## config.mk

```make
export PLATFORM = sky130hd
export DESIGN_NAME = bus_arbiter
export DESIGN_NICKNAME = d
export VERILOG_FILES = /design/src/rtl/bus_arbiter.sv
export SDC_FILE = /design/constraint.sdc
export NUM_CORES = 1
export LEC_CHECK = 0
export CAP_MARGIN = 20
export CORE_MARGIN = 4
export CORE_UTILIZATION = 39
export DETAILED_ROUTE_END_ITERATION = 10
export DONT_BUFFER_PORTS = 1
export PLACE_DENSITY_LB_ADDON = 0.1
export SYNTH_ARGS = -nofsm -noshare
export SYNTH_HDL_FRONTEND = slang
export SYNTH_SLANG_ARGS = --single-unit
```

## constraint.sdc

```tcl
create_clock -name clk -period 4.8 [get_ports clk]
set_clock_uncertainty 0.05 [all_clocks]
set_input_delay 0.72 -clock clk [delete_from_list [all_inputs] [get_ports clk]]
set_output_delay 0.72 -clock clk [all_outputs]
set_load 0.03 [all_outputs]
```

## src/rtl/bus_arbiter.sv

```systemverilog
// bus_arbiter: two-requester round-robin arbiter driving a single memory bus,
// with per-access timeout and a recovery state that waits out a stale bus_ready.
module bus_arbiter #(
   parameter int ADDR_W  = 32,
   parameter int DATA_W  = 32,
   parameter int TIMEOUT = 16
) (
   input  logic              clk,
   input  logic              reset,
   input  logic              m0_req,
   input  logic              m0_we,
   input  logic [ADDR_W-1:0] m0_addr,
   input  logic [DATA_W-1:0] m0_wdata,
   output logic              m0_done,
   output logic              m0_err,
   output logic [DATA_W-1:0] m0_rdata,
   input  logic              m1_req,
   input  logic              m1_we,
   input  logic [ADDR_W-1:0] m1_addr,
   input  logic [DATA_W-1:0] m1_wdata,
   output logic              m1_done,
   output logic              m1_err,
   output logic [DATA_W-1:0] m1_rdata,
   output logic [ADDR_W-1:0] bus_addr,
   output logic [DATA_W-1:0] bus_wdata,
   output logic              bus_re,
   output logic              bus_we,
   input  logic [DATA_W-1:0] bus_rdata,
   input  logic              bus_ready,
   output logic              busy
);
   typedef enum logic [1:0] {IDLE, ACCESS, RECOVER} state_t;
   state_t            state_q, state_d;
   logic [7:0]        cnt_q, cnt_d;
   logic              gnt_q, gnt_d;
   logic              re_q, re_d, we_q, we_d, busy_q, busy_d;
   logic              done0_q, done0_d, done1_q, done1_d, err0_q, err0_d, err1_q, err1_d;
   logic [ADDR_W-1:0] addr_q, addr_d;
   logic [DATA_W-1:0] wdata_q, wdata_d, rdata0_q, rdata0_d, rdata1_q, rdata1_d;
   logic              fire, fin, to, sel, sel_we;
   assign fire   = (state_q == IDLE) && (m0_req || m1_req);
   assign to     = (state_q == ACCESS) && !bus_ready && (cnt_q == 8'(TIMEOUT - 1));
   assign fin    = (state_q == ACCESS) && (bus_ready || to);
   // gnt_q doubles as the last-grant history; ties go to the other requester
   assign sel    = (m0_req && m1_req) ? !gnt_q : m1_req;
   assign sel_we = sel ? m1_we : m0_we;
   always_ff @(posedge clk or negedge reset) begin
      if (!reset) begin
         state_q  <= IDLE;
         cnt_q    <= '0;
         gnt_q    <= 1'b1;
         re_q     <= 1'b0;
         we_q     <= 1'b0;
         busy_q   <= 1'b0;
         done0_q  <= 1'b0;
         done1_q  <= 1'b0;
         err0_q   <= 1'b0;
         err1_q   <= 1'b0;
         addr_q   <= '0;
         wdata_q  <= '0;
         rdata0_q <= '0;
         rdata1_q <= '0;
      end else begin
         state_q  <= state_d;
         cnt_q    <= cnt_d;
         gnt_q    <= gnt_d;
         re_q     <= re_d;
         we_q     <= we_d;
         busy_q   <= busy_d;
         done0_q  <= done0_d;
         done1_q  <= done1_d;
         err0_q   <= err0_d;
         err1_q   <= err1_d;
         addr_q   <= addr_d;
         wdata_q  <= wdata_d;
         rdata0_q <= rdata0_d;
         rdata1_q <= rdata1_d;
      end
   end
   always_comb begin
      state_d = state_q;
      if (fire) state_d = ACCESS;
      else if (fin) state_d = RECOVER;
      else if (state_q == RECOVER && !bus_ready) state_d = IDLE;
      cnt_d = fire ? '0 : (state_q == ACCESS ? cnt_q + 8'd1 : cnt_q);
   end
   always_comb begin
      gnt_d    = fire ? sel : gnt_q;
      addr_d   = fire ? (sel ? m1_addr : m0_addr) : addr_q;
      wdata_d  = fire ? (sel ? m1_wdata : m0_wdata) : wdata_q;
      re_d     = fire ? !sel_we : (fin ? 1'b0 : re_q);
      we_d     = fire ? sel_we : (fin ? 1'b0 : we_q);
      done0_d  = fin && !gnt_q;
      done1_d  = fin && gnt_q;
      err0_d   = to && !gnt_q;
      err1_d   = to && gnt_q;
      rdata0_d = (fin && bus_ready && re_q && !gnt_q) ? bus_rdata : rdata0_q;
      rdata1_d = (fin && bus_ready && re_q && gnt_q) ? bus_rdata : rdata1_q;
      busy_d   = state_d != IDLE;
   end
   assign m0_done   = done0_q;
   assign m1_done   = done1_q;
   assign m0_err    = err0_q;
   assign m1_err    = err1_q;
   assign m0_rdata  = rdata0_q;
   assign m1_rdata  = rdata1_q;
   assign bus_addr  = addr_q;
   assign bus_wdata = wdata_q;
   assign bus_re    = re_q;
   assign bus_we    = we_q;
   assign busy      = busy_q;
endmodule

```

# Word-level counts from Yosys, hierarchy flattened
# Cells that the tools add are included.
# W data, S select, Z words.
# totals
in_bits	167
regBits	146
# classes
muxes	12
n_addsub	1
eq_ne	3
n_reduce_logical	23
# op_table
cell	count
$mux W32	2
$mux W8	2
$logic_and A1 B1 Y1	14
$add A8 B1 Y8 const B	1
$eq A8 B4 Y1 const B	1
$mux W2	3
$reduce_bool A2 Y1	3
$mux W1	5
$logic_not A1 Y1	3
$eq A2 B1 Y1 const B	1
$eq A2 B2 Y1 const B	1
$logic_not A2 Y1	1
$logic_or A1 B1 Y1	2

# Logic depth before layout (Yosys ltp)
# logic_depth
ltp_word	8
depth_mapped	6

# Worst setup path after synthesis
# No wires, ideal clock.
# synth_path
kind	in2reg
start	in bus_ready
end	reg done0_q (netlist: m0_done)
path_buffers	1
arrival_ps	1834
setup_slack_ps	2838
path_stages	4
cell_sequence	or4_1 > or4_1 > buf_2 > a21oi_1
# synth_between
elab_chain_len	6
# synth_lines
element	line_no	text
from (decl)	29	input logic bus_ready,
$logic_not A1 Y1	42	assign to = (state_q == ACCESS) && !bus_ready && (cnt_q == 8'(TIMEOUT - 1));
$logic_and A1 B1 Y1 (2 in series)	42	
$logic_or A1 B1 Y1 *	43	assign fin = (state_q == ACCESS) && (bus_ready || to);
$logic_and A1 B1 Y1 *	43	
$logic_and A1 B1 Y1 *	93	done0_d = fin && !gnt_q;
named net done0_d	37	logic done0_q, done0_d, done1_q, done1_d, err0_q, err0_d, err1_q, err1_d;
to (signal assigned)	70	done0_q <= done0_d;
to (decl)	37	
# The timed path passes the listed nets; every way through them passes the cells marked *.
# A chain may end at the register's enable or synchronous reset.

# Final worst setup path
# layout_path
start	reg state_q[1]
end	reg wdata_q[9] (netlist: bus_wdata[9])
# layout_between
elab_chain_len	2
# layout_lines
element	line_no	text
from (decl)	33	state_t state_q, state_d;
from (signal assigned)	64	state_q <= state_d;
$logic_not A2 Y1	41	assign fire = (state_q == IDLE) && (m0_req || m1_req);
$logic_and A1 B1 Y1	41	
to (signal assigned)	75	wdata_q <= wdata_d;
to (decl)	39	logic [DATA_W-1:0] wdata_q, wdata_d, rdata0_q, rdata0_d, rdata1_q, rdata1_d;
# No other way between the ends.

==> results.json <==
{
  "post-cts-setup-buffers": 0,
  "grt.overflow.total": 0,
  "initial_utilization": 0.403,
  "die_h_um": 134,
  "fmax_mhz": 376,
  "whs_ns": 0.111,
  "route.detailed.drc": 0,
  "core-area_sq_mm": 0.0154,
  "syn_nets": 668,
  "pin_count": 302,
  "antenna_cells": 0,
  "grt_pass1_wl_mm": 23.0,
  "fin_area_sq_mm": 0.00695,
  "grt_pass1_vias": 4146,
  "root_buffer": "clkbuf_16",
  "synth_largest_area_cell": "dfrtp_1",
  "hold_class": "input port to asynchronous set/reset pin",
  "seqPwrFrac": 0.599,
  "async_reset_ff_frac": 1.00,
  "leakage_nw": 3.03,
  "io_buffers": 0,
  "cts_tree": "done",
  "p_switching_mw": 2.42,
  "wl_per_cell_um": 21.3,
  "use_met2": 0.277,
  "seq_area_sq_mm": 0.00366,
  "rows": 45,
  "grt_max_degree": 146,
  "ir_drop_mv": 0.273,
  "tns_ns": 0,
  "max_slew_margin": 0.275,
  "place_inst": 675,
  "crit_type": "flip-flop to flip-flop",
  "hold_viol": 0,
  "cap_violations": 0,
  "yosysTopAreaCellShare": 0.584,
  "crit_path_end_kind": "flip-flop",
  "setup_viol": 0,
  "yosysWarnings": 0,
  "p_int_mw": 2.91,
  "yosysSeqAreaShare": 0.588,
  "use_met3": 0.0626,
  "arrival_ns": 2.85,
  "p_clk_frac": 0.234,
  "combPwrFrac": 0.167,
  "worstSetupStartpointType": "flip-flop",
  "instances_no_fill": 708,
  "antenna_found_initial": 0,
  "gp_congestion": 0.698,
  "critPathMaxFanout": 75,
  "synth.area.top_cells": "dfrtp_1 58%, mux2_2 12%, o21ai_0 11%",
  "grt_util_met1": 0.185,
  "drive_gt1_frac": 0.215,
  "ys_ff_latch": 146,
  "dieArea_sq_mm": 0.0180,
  "power.density_mw_per_mm2": 767,
  "drtIter0Drc": 137,
  "synth_cell_type_count": 35,
  "placed_area_sq_mm": 0.00635,
  "path_clk_slew_ns": 0.06,
  "status": "completed",
  "post-route-period-util": 0.554,
  "clockBufferDepth": 2,
  "clock-sinks": 146,
  "syn_avg_cell_area_sq_um": 12.4,
  "syn-instance-count": 500,
  "fin_crit_ns": 2.66,
  "grtUsageTotal": 0.162,
  "cts_buffers": 17,
  "slew_viol_final": 0,
  "routed_wl_mm": 15.1,
  "swShare": 0.454,
  "crit_path_cell_trace": "o21bai_4, buf_4, or2_2, o21ai_0",
  "worst_pin_slew_ns": 1.09,
  "synth_top_flop_cell": "dfrtp_1",
  "die_w_um": 134,
  "first_pass_iters": 4,
  "critical-path-max-stage-delay_ns": 0.94,
  "nets": 652,
  "required_ns": 4.99,
  "htree_num_levels": 4,
  "viasPerCell": 5.56,
  "rsz0062_at_grt": "no",
  "busiest_layer": "met2",
  "critical-path-slowest-cell": "or2_2",
  "multi_input_area_sq_mm": 0.00240,
  "ant_nets": 0,
  "clk_latency_ns": 0.40,
  "synth.top_cells.by_count": "145 x dfrtp_1, 135 x o21ai_0, 67 x mux2i_1",
  "dp_hpwl_mm": 10.4,
  "fillers": 1460,
  "syn_area_sq_mm": 0.00621,
  "vias": 3939,
  "yosysMostFrequentCell": "dfrtp_1",
  "synth_edf_count": 0,
  "syn2layout_area_growth_pct": 11.8
}
==> layout make-up <==
cell class	instances	area share
clock inverter	11	0.0153
inverter	3	0.00162
timing repair buffer	4	0.00721
sequential	146	0.526
clock buffer	21	0.0663
multi-input combinational	312	0.345
tap	211	0.0380
==> placed cells by master, fill, tap and decap left out, types with 3 or more instances in the layout <==
| master | synthesis | layout |
|---|---|---|
| buf_4 | 0 | 3 |
| nand2_1 | 4 | 4 |
| clkbuf_16 | 0 | 17 |
| nor2_1 | 5 | 4 |
| o21ai_0 | 135 | 135 |
| a21oi_1 | 4 | 4 |
| clkinvlp_4 | 0 | 6 |
| o211ai_1 | 5 | 5 |
| mux2i_1 | 67 | 67 |
| nor3_1 | 3 | 3 |
| inv_1 | 3 | 3 |
| mux2_2 | 65 | 65 |
| dfrtp_1 | 145 | 144 |
==> timing repair <==
action | CTS | global route
gates resized for setup | 0 | 0
hold endpoints to repair | 145 | 0
hold buffers | 1 | 0
==> worst paths after layout <==
kind / from / endpoint / slack, ns / depth (start not counted)
worst min-delay path: reset / gnt_q$_DFFE_PN1P_ / 0.11 / 0
worst max-delay path: state_q[1]$_DFF_PN0_ / bus_wdata[9]$_DFFE_PN0P_ / 2.14 / 4
min in group clk: bus_rdata[3] / m1_rdata[3]$_DFFE_PN0P_ / 0.40 / 1
worst min register to register: cnt_q[7]$_DFFE_PN0P_ / cnt_q[7]$_DFFE_PN0P_ / 0.41 / 1
worst max register to register: state_q[1]$_DFF_PN0_ / bus_wdata[9]$_DFFE_PN0P_ / 2.14 / 4
max in group asynchronous: reset / state_q[0]$_DFF_PN0_ / 3.77 / 1
==> power groups by stage <==
| stage | sequential (mW) | clock (mW) | combinational (mW) |
|---|---|---|---|
| final | 3.19 | 1.25 | 0.887 |
| after global routing | 3.27 | 1.33 | 1.02 |
| after CTS | 3.22 | 1.29 | 0.906 |
| after detailed placement | 3.23 | 0 | 0.885 |
| after global placement | 3.24 | 0 | 0.837 |
| after floorplan | 3.01 | 0 | 0.780 |
==> cells by family (layout without fill, tap and decap cells) <==
logic type / Yosys count / in the layout / share of synthesized area
DFF: 146 / 146 / 0.588
AOI/OAI and AO/OA: 151 / 151 / 0.127
adders and majority gates: 1 / 1 / 0.00201
and+or+nand+nor: 26 / 26 / 0.0236
buffers and inverters: 42 / 39 / 0.0304
muxes: 133 / 133 / 0.228
xor gates and xnor gates: 1 / 1 / 0.00141
==> state kept, by name (all words and copies together), names as in the netlist, 2 cells and up <==
signal and cells:
bus_wdata 32, state_q 2, cnt_q 8, m1_rdata 32, bus_addr 32, m0_rdata 32
==> critical path, delay by kind of cell (launching register included) <==
kind                   cells  cell delay, ns
AOI/OAI and AO/OA          2            0.41
and+or+nand+nor            1            0.94
buffers and inverters      1            0.56
DFF                        1            0.48
==> per-layer routing <==
layer / part of all wire / vias up
li1: - / 1780
met4: 0.014 / 0
met2: 0.52 / 204
met1: 0.36 / 1938
met3: 0.11 / 17
met5: 0 / -
==> per-stage QoR <==
| stage | power, mW | utilization | setup slack (ns) |
|---|---|---|---|
| after floorplan | 3.79 | - | 2.84 |
| after global placement | 4.07 | 0.412 | 1.99 |
| after detailed placement | 4.12 | 0.412 | 1.90 |
| after CTS | 5.42 | 0.450 | 2.08 |
| after global routing | 5.62 | 0.450 | 1.89 |
| final | 5.33 | 0.450 | 2.14 |
Power figures use the tool's default switching activity.
